<file path="config.mk">
export PLATFORM = sky130hd
export DESIGN_NAME = filter_mode_ctrl_flat
export DESIGN_NICKNAME = d
export VERILOG_FILES = /design/src/rtl/filter_mode_ctrl_if.sv /design/src/rtl/filter_mode_ctrl.sv /design/src/flat_wrapper.sv
export SDC_FILE = /design/constraint.sdc
export NUM_CORES = 1
export LEC_CHECK = 0
export ABC_CLOCK_PERIOD_IN_PS = 4460
export BUFFER_PORTS_ARGS = -buffer_cell sky130_fd_sc_hd__clkbuf_2
export CAP_MARGIN = 5
export CORE_UTILIZATION = 53
export CTS_CLUSTER_SIZE = 16
export DETAILED_ROUTE_END_ITERATION = 12
export PLACE_DENSITY = 0.75
export SLEW_MARGIN = 20
export SYNTH_ARGS = -nofsm -noshare
export SYNTH_HDL_FRONTEND = slang
export SYNTH_SLANG_ARGS = --single-unit
</file>
<file path="constraint.sdc">
create_clock -name clk -period 4.46 [get_ports clk]
set_input_delay 0.892 -clock clk [delete_from_list [all_inputs] [get_ports clk]]
set_output_delay 0.892 -clock clk [all_outputs]
set_load 0.02 [all_outputs]
</file>
<file path="src/rtl/filter_mode_ctrl_if.sv">
// Control/status bundle between the VGA front end and filter_mode_ctrl.
// FILTER_CTRL_DIRECT_SEL_EN adds the sel_valid/sel_mode direct-select pair.
interface filter_mode_ctrl_if;
   logic       v_sync;
   logic       btn_next;
   logic       btn_prev;
   logic       auto_en;
   logic [2:0] state;
   logic       pending;
   logic       mode_update;
`ifdef FILTER_CTRL_DIRECT_SEL_EN
   logic       sel_valid;
   logic [2:0] sel_mode;

   modport master (output v_sync, btn_next, btn_prev, auto_en, sel_valid, sel_mode,
                   input  state, pending, mode_update);
   modport slave  (input  v_sync, btn_next, btn_prev, auto_en, sel_valid, sel_mode,
                   output state, pending, mode_update);
`else
   modport master (output v_sync, btn_next, btn_prev, auto_en,
                   input  state, pending, mode_update);
   modport slave  (input  v_sync, btn_next, btn_prev, auto_en,
                   output state, pending, mode_update);
`endif
endinterface

</file>
<file path="src/rtl/filter_mode_ctrl.sv">
// Filter/zoom mode sequencer: debounced next/prev buttons, frame-aligned commit, auto slideshow.
// FILTER_CTRL_DIRECT_SEL_EN enables an absolute-target direct select.
//
// mode   | meaning
// NORMAL | pass-through
// RED    | red channel only
// GREEN  | green channel only
// BLUE   | blue channel only
// GSCALE | greyscale
// ZOOM2  | 2x zoom
// ZOOM3  | 3x zoom
// ZOOM4  | 4x zoom
module filter_mode_ctrl #(
   parameter logic [15:0] DEBOUNCE_CYCLES = 16'd50000,
   parameter logic [7:0]  FRAMES_PER_MODE = 8'd60
) (
   input logic              clk,
   input logic              reset,
   filter_mode_ctrl_if.slave bus
);

   typedef enum logic [2:0] {
      NORMAL, RED, GREEN, BLUE, GSCALE, ZOOM2, ZOOM3, ZOOM4
   } mode_t;

   mode_t       state_q;
   logic        pending_q;
   logic        mode_update_q;
   logic        dir_up_q;
   logic [7:0]  frame_cnt_q;
   logic        vs_d_q;
   logic [1:0]  s1_q, s2_q, deb_q, deb_d;
   logic [15:0] cnt_q [2];
   logic [15:0] cnt_d [2];
   logic [1:0]  press;
   logic        boundary;
   logic        step_req;
`ifdef FILTER_CTRL_DIRECT_SEL_EN
   logic        abs_q;
   mode_t       tgt_q;
`endif

   // Index 0 is btn_next, index 1 is btn_prev.
   always_comb begin
      for (int i = 0; i < 2; i++) begin
         deb_d[i] = deb_q[i];
         cnt_d[i] = 16'd0;
         if (s2_q[i] != deb_q[i]) begin
            if (cnt_q[i] == DEBOUNCE_CYCLES - 16'd1) deb_d[i] = s2_q[i];
            else                                    cnt_d[i] = cnt_q[i] + 16'd1;
         end
      end
   end

   assign press    = deb_d & ~deb_q;
   assign step_req = press[0] ^ press[1];
   assign boundary = vs_d_q & ~bus.v_sync;

   always_ff @(posedge clk) begin
      if (reset) begin
         state_q       <= NORMAL;
         pending_q     <= 1'b0;
         mode_update_q <= 1'b0;
         dir_up_q      <= 1'b0;
         frame_cnt_q   <= 8'd0;
         vs_d_q        <= 1'b0;
         s1_q          <= 2'b00;
         s2_q          <= 2'b00;
         deb_q         <= 2'b00;
         cnt_q[0]      <= 16'd0;
         cnt_q[1]      <= 16'd0;
`ifdef FILTER_CTRL_DIRECT_SEL_EN
         abs_q         <= 1'b0;
         tgt_q         <= NORMAL;
`endif
      end else begin
         s1_q          <= {bus.btn_prev, bus.btn_next};
         s2_q          <= s1_q;
         deb_q         <= deb_d;
         cnt_q[0]      <= cnt_d[0];
         cnt_q[1]      <= cnt_d[1];
         vs_d_q        <= bus.v_sync;
         mode_update_q <= 1'b0;
         if (!bus.auto_en) frame_cnt_q <= 8'd0;

         if (boundary) begin
            if (pending_q) begin
`ifdef FILTER_CTRL_DIRECT_SEL_EN
               if (abs_q) state_q <= tgt_q;
               else       state_q <= mode_t'(state_q + (dir_up_q ? 3'd1 : 3'd7));
`else
               state_q <= mode_t'(state_q + (dir_up_q ? 3'd1 : 3'd7));
`endif
               pending_q     <= 1'b0;
               mode_update_q <= 1'b1;
               frame_cnt_q   <= 8'd0;
            end else if (bus.auto_en) begin
               if (frame_cnt_q == FRAMES_PER_MODE - 8'd1) begin
                  state_q       <= mode_t'(state_q + 3'd1);
                  mode_update_q <= 1'b1;
                  frame_cnt_q   <= 8'd0;
               end else begin
                  frame_cnt_q   <= frame_cnt_q + 8'd1;
               end
            end
         end

         // Placed after the commit so a request arriving on the commit edge survives to the next frame.
`ifdef FILTER_CTRL_DIRECT_SEL_EN
         if (bus.sel_valid) begin
            pending_q <= 1'b1;
            abs_q     <= 1'b1;
            tgt_q     <= mode_t'(bus.sel_mode);
         end else if (step_req) begin
            pending_q <= 1'b1;
            abs_q     <= 1'b0;
            dir_up_q  <= press[0];
         end
`else
         if (step_req) begin
            pending_q <= 1'b1;
            dir_up_q  <= press[0];
         end
`endif
      end
   end

   assign bus.state       = state_q;
   assign bus.pending     = pending_q;
   assign bus.mode_update = mode_update_q;

endmodule

</file>
<file path="src/flat_wrapper.sv">
// flat-port wrapper written by rule: the top's interface ports become plain ports
module filter_mode_ctrl_flat 
#(
   parameter logic [15:0] DEBOUNCE_CYCLES = 16'd50000,
   parameter logic [7:0]  FRAMES_PER_MODE = 8'd60
)
  (clk, reset, bus_v_sync, bus_btn_next, bus_btn_prev, bus_auto_en, bus_state, bus_pending, bus_mode_update);
  filter_mode_ctrl_if bus_i ();
  input logic clk;
  input logic reset;
  input wire logic [$bits(bus_i.v_sync)-1:0] bus_v_sync;
  input wire logic [$bits(bus_i.btn_next)-1:0] bus_btn_next;
  input wire logic [$bits(bus_i.btn_prev)-1:0] bus_btn_prev;
  input wire logic [$bits(bus_i.auto_en)-1:0] bus_auto_en;
  output wire logic [$bits(bus_i.state)-1:0] bus_state;
  output wire logic [$bits(bus_i.pending)-1:0] bus_pending;
  output wire logic [$bits(bus_i.mode_update)-1:0] bus_mode_update;
  assign bus_i.v_sync = bus_v_sync;
  assign bus_i.btn_next = bus_btn_next;
  assign bus_i.btn_prev = bus_btn_prev;
  assign bus_i.auto_en = bus_auto_en;
  assign bus_state = bus_i.state;
  assign bus_pending = bus_i.pending;
  assign bus_mode_update = bus_i.mode_update;
  filter_mode_ctrl #(.DEBOUNCE_CYCLES(DEBOUNCE_CYCLES), .FRAMES_PER_MODE(FRAMES_PER_MODE)) u_core (.clk(clk), .reset(reset), .bus(bus_i));
endmodule
</file>
# Word level (Yosys, flattened, before mapping)
# Memory sizes are Yosys's and may differ from the RTL's.
# Cells that the tools add are included.
# W data, S select, Z words.
word_totals:
  out_inout_bits: 5
  ff_bits: 21
  mem_bits_rw: 32
  word_cells: 60
  memories: 1
  inputBits: 6
classes:
  muxes: 27
  n_reduce_logical: 5
  n_eq_ne: 5
  bitwise_logic: 8
  n_addsub: 5
mem_list:
  columns: ["name", "words", "width", "read_ports", "rd_clocked_by_memory_dff", "write_ports", "line", "text"]
  rows:
  - ["u_core.cnt_q", 2, 16, 2, 0, 2, "filter_mode_ctrl.sv:33", "logic [15:0] cnt_q [2];"]
op_table:
  columns: ["op", "n"]
  rows:
  - ["$mux W16", 6]
  - ["$mux W8", 5]
  - ["$add A16 B1 Y16 const B", 2]
  - ["$eq A16 B16 Y1 const B", 2]
  - ["$mux W1", 12]
  - ["$mux W3", 4]
  - ["$add A8 B1 Y8 const B", 1]
  - ["$eq A8 B6 Y1 const B", 1]
  - ["$reduce_bool A2 Y1", 3]
  - ["$add A3 B1 Y3 const B", 1]
  - ["$add A3 B3 Y3", 1]
  - ["$reduce_and A3 Y1", 1]
  - ["$and A2 B2 Y2", 1]
  - ["$ne A1 B1 Y1", 2]
  - ["$not A1 Y1", 2]
  - ["$not A2 Y2", 1]
  - ["$or A1 B1 Y1", 2]
  - ["$reduce_or A2 Y1", 1]
  - ["$and A1 B1 Y1", 1]
  - ["$xor A1 B1 Y1", 1]

# Logic depth before layout (Yosys ltp)
logic_depth:
  ltp_word: 6
  depth_mapped: 7
  mapped_depth_nobuf: 5

# Worst setup path after synthesis
# No wires, ideal clock.
synth_path:
  path_type: "input to register"
  start: "in bus_v_sync"
  end: "reg u_core.frame_cnt_q[5]"
  setup_ps: 91
  arrival_ps: 1808
  stages: 5
  setup_slack_ps: 2561
  t_required_ps: 4369
  path_cell_list: "nand2b_1 > a211oi_2 > buf_2 > a41oi_1 > a311oi_1"
synth_via:
  elab_chain_len: 3
synth_rtl:
  columns: ["element", "line", "text"]
  rows:
  - ["start, declared", "flat_wrapper.sv:11", "input wire logic [$bits(bus_i.v_sync)-1:0] bus_v_sync;"]
  - ["$not A1 Y1", "filter_mode_ctrl.sv:57", "assign boundary = vs_d_q & ~bus.v_sync;"]
  - ["$and A1 B1 Y1", "filter_mode_ctrl.sv:57", null]
  - ["$mux W8", "filter_mode_ctrl.sv:86", "if (boundary) begin"]
  - ["end signal, assigned", "filter_mode_ctrl.sv:103", "frame_cnt_q <= frame_cnt_q + 8'd1;"]
  - ["end, declared", "filter_mode_ctrl.sv:30", "logic [7:0] frame_cnt_q;"]
# Every way passes these cells.
# A chain may end at the register's enable or synchronous reset.

# Worst setup path after layout
layout_path:
  start: "in bus_v_sync"
  end: "reg u_core.frame_cnt_q[6]"
# The elaborated chain is that of the path after synthesis.

==> run_results.csv <==
group,metric,value,unit
outcome,status,"completed",
power_and_ir_drop,vdd_drop_max,224.3,uV
synthesis,syn_inst,272,
cells_and_area,drive_gt1_share,8.273,%
synthesis,yosysWarnings,0,
synthesis,synthTopCellsByArea,"dfxtp_1, nor2_1, xor2_1, nand3_1, xnor2_1",
sta,final_max_slew_viol_count,0,
worst_setup_path,critPathCaptureType,"flip-flop",
worst_setup_path,start_kind,"input pin",
power_and_ir_drop,finalPower,826.5,uW
floorplanning,initial_core_util,55.53,%
synthesis,async_reset_ff_share,0,%
sta,finalHoldViolCount,0,
sta,tns,0,ns
power_and_ir_drop,leakage,0.8662,nW
drt,first_pass_iters,4,
drt,wl,4.361,mm
placed_design,dp_hpwl,2.895,mm
synthesis,yosysSeqAreaShare,43.29,%
sta,fmax,0.4414,GHz
power_and_ir_drop,power.density,316.2,nW/um2
drt,ant_nets,0,
synthesis,avgSynthCellArea,9.011,um2
placed_design,gp_congestion,0.7828,
sta,skew,0.006414,ns
clock_tree,clkLatencyLatePin,0.30,ns
sta,finalSetupViolCount,0,
clock_tree,clockRootBuffer,"clkbuf_8",
worst_setup_path,path_max_fanout,14,
clock_tree,path_clk_slew,0.09,ns
clock_tree,h-tree-depth,2,
cells_and_area,antenna_cells,0,
synthesis,ys_types,49,
floorplanning,ioPinCount,11,
sta,rsz0062_at_grt,"false",
drt,dr.first_iter.drc_count,97,
global_routing,grt_pass1_vias,1684,
clock_tree,post_cts_resized,0,
global_routing,grt_start_max_net_pins,23,
global_routing,grt_pass1_wl,7.424,mm
synthesis,ys_ff_latch,53,
drt,drc_errors,0,
floorplanning,rows,24,
clock_tree,cts.sinks,53,
worst_setup_path,crit_required,4.66,ns
cells_and_area,instances_no_fill,330,
synthesis,synth_enable_flop_cells,0,
floorplanning,die_x,70.01,um
clock_tree,cts_hold_buf,0,
synthesis,synth_area,2451,um2
floorplanning,core,4414,um2
global_routing,antenna_found_initial,0,
cells_and_area,nets,288,
synthesis,syn_nets,283,
placed_design,port_buffers,10,
synthesis,yosysTopAreaCell,"dfxtp_1",
cells_and_area,fillCellCount,377,
clock_tree,cts_buffers,5,
clock_tree,cts_buffer_depth,2,
floorplanning,dieArea,4901,um2
job,cap_violations,0,
sta,worstMarginPinSlew,0.7097,ns
floorplanning,die_y,70.01,um
worst_setup_path,setup.worst_path.class,"in2reg",
min_path,hp-class,"reg2reg",
sta,fin_crit,2.265,ns
sta,relSlewSlack,52.60,%
worst_setup_path,crit_arrival,2.47,ns
cells_and_area,area_growth,6.636,%
global_routing,grt_use_total,18.86,%
synthesis,netlist.area_leader.share,43.29,%
synthesis,dominantRegCellSynth,"dfxtp_1",
drt,routedWlPerCell,13.22,um
cells_and_area,postLayoutCoreUtil,59.21,%
sta,post-route-period-util,50.79,%
global_routing,grt-ovfl-total,0,
placed_design,placed_cells,322,
drt,vias,1880,
clock_tree,post-cts-setup-buffer-count,0,
clock_tree,cts_tree,"built",
drt,vias_per_cell,5.697,
-- routing by layer --
layer,global-route usage (%),part of all wire (%)
met5,0,0
met4,6.889,1.0
met3,5.483,4.2
met2,29.59,43
met1,24.59,52
-- metrics by stage --
| step | hold slack, ns | setup WS (ns) | instance area, um2 |
|---|---|---|---|
| after floorplan | 0.4138 | 2.561 | 2451 |
| after global placement | 0.4172 | 2.038 | 2497 |
| after detailed placement | 0.4245 | 1.897 | 2497 |
| after CTS | 0.4467 | 2.195 | 2614 |
| after global routing | 0.4593 | 2.024 | 2614 |
| final | 0.4422 | 2.195 | 2614 |
-- final cells by class --
cell class	count	area, um2	area share [%]
tap	52	65.06	2.489
sequential	53	1061	40.59
inverter	8	30.03	1.149
clock buffer	7	86.33	3.303
clock inverter	1	30.03	1.149
multi-input combinational	199	1291	49.40
timing repair buffer	10	50.05	1.915
-- cells by family (layout without fill, tap and decap cells) --
| logic type | count (synthesis) | count (layout) | share of synthesized area (%) |
|---|---|---|---|
| muxes | 3 | 3 | 1.276 |
| xor gates and xnor gates | 21 | 21 | 7.504 |
| DFF | 53 | 53 | 43.29 |
| and+or+nand+nor | 127 | 127 | 29.61 |
| buffers and inverters | 20 | 26 | 4.032 |
| adders and majority gates | 5 | 5 | 2.859 |
| AOI/OAI and AO/OA | 43 | 43 | 11.43 |
-- cell usage in the layout, fill, tap and decap left out, drive strengths merged, types with 2 or more instances in the layout --
cell type | Yosys | layout
a211oi | 4 | 4
a21oi | 14 | 14
a311oi | 4 | 4
a41oi | 2 | 2
and2 | 2 | 2
and3 | 8 | 8
and4 | 4 | 4
and4b | 2 | 2
clkbuf | 5 | 17
dfxtp | 53 | 53
ha | 4 | 4
inv | 8 | 8
mux2i | 2 | 2
nand2 | 16 | 16
nand2b | 6 | 6
nand3 | 17 | 17
nand4 | 9 | 9
nand4b | 2 | 2
nor2 | 29 | 29
nor2b | 7 | 7
nor3 | 2 | 2
nor3b | 3 | 3
nor4 | 3 | 3
o2111ai | 2 | 2
o21ai | 10 | 10
o31ai | 3 | 3
or2 | 2 | 2
or3 | 5 | 5
or4 | 6 | 6
xnor2 | 9 | 9
xor2 | 12 | 12
-- worst max-delay path: stages --
cell and delay, ns:
clkbuf_2 0.08, nand2b_1 0.32, a211oi_2 0.65, o21ai_0 0.20, a311oi_1 0.31
-- synth_stat cells (2+ instances only) --
| cell type | n |
|---|---|
| a211oi_1 | 3 |
| a21oi_1 | 14 |
| a311oi_1 | 4 |
| a41oi_1 | 2 |
| and2_1 | 2 |
| and3_1 | 8 |
| and4_1 | 4 |
| and4b_1 | 2 |
| buf_2 | 4 |
| clkbuf_1 | 5 |
| dfxtp_1 | 53 |
| ha_1 | 4 |
| inv_1 | 8 |
| mux2i_1 | 2 |
| nand2_1 | 16 |
| nand2b_1 | 6 |
| nand3_1 | 17 |
| nand4_1 | 9 |
| nand4b_1 | 2 |
| nor2_1 | 29 |
| nor2b_1 | 7 |
| nor3_1 | 2 |
| nor3b_1 | 3 |
| nor4_1 | 2 |
| o2111ai_1 | 2 |
| o21ai_0 | 10 |
| o31ai_1 | 3 |
| or3_1 | 5 |
| or4_1 | 5 |
| xnor2_1 | 9 |
| xor2_1 | 12 |
-- sequential cells by signal, indices dropped and copies added (netlist names) --
register / flops
u_core.cnt_q: 32
u_core.frame_cnt_q: 8
u_core.bus.state: 3
u_core.deb_q: 2
u_core.s1_q: 2
u_core.s2_q: 2
u_core.bus.mode_update: 1
u_core.bus.pending: 1
u_core.dir_up_q: 1
u_core.vs_d_q: 1
-- power breakdown --
| group | switching [mW] | internal (mW) | leakage [nW] | total (mW) |
|---|---|---|---|---|
| Combinational | 0.0129 | 0.00542 | 0.380 | 0.0183 |
| Clock | 0.148 | 0.183 | 0.0585 | 0.331 |
| Sequential | 0.00156 | 0.476 | 0.428 | 0.477 |
| Total | 0.162 | 0.664 | 0.866 | 0.826 |
-- path summary, 6_finish.rpt --
kind,start,end,slack [ns],depth (start not counted)
worst max-delay path,bus_v_sync,u_core.frame_cnt_q[6]$_SDFF_PP0_,2.19,5
worst min-delay path,u_core.s1_q[0]$_SDFF_PP0_,u_core.s2_q[0]$_SDFF_PP0_,0.44,1
worst max register to register,u_core.frame_cnt_q[0]$_SDFF_PP0_,u_core.frame_cnt_q[6]$_SDFF_PP0_,2.43,5
worst min register to register,u_core.s1_q[0]$_SDFF_PP0_,u_core.s2_q[0]$_SDFF_PP0_,0.44,1
Power figures use the tool's default switching activity.
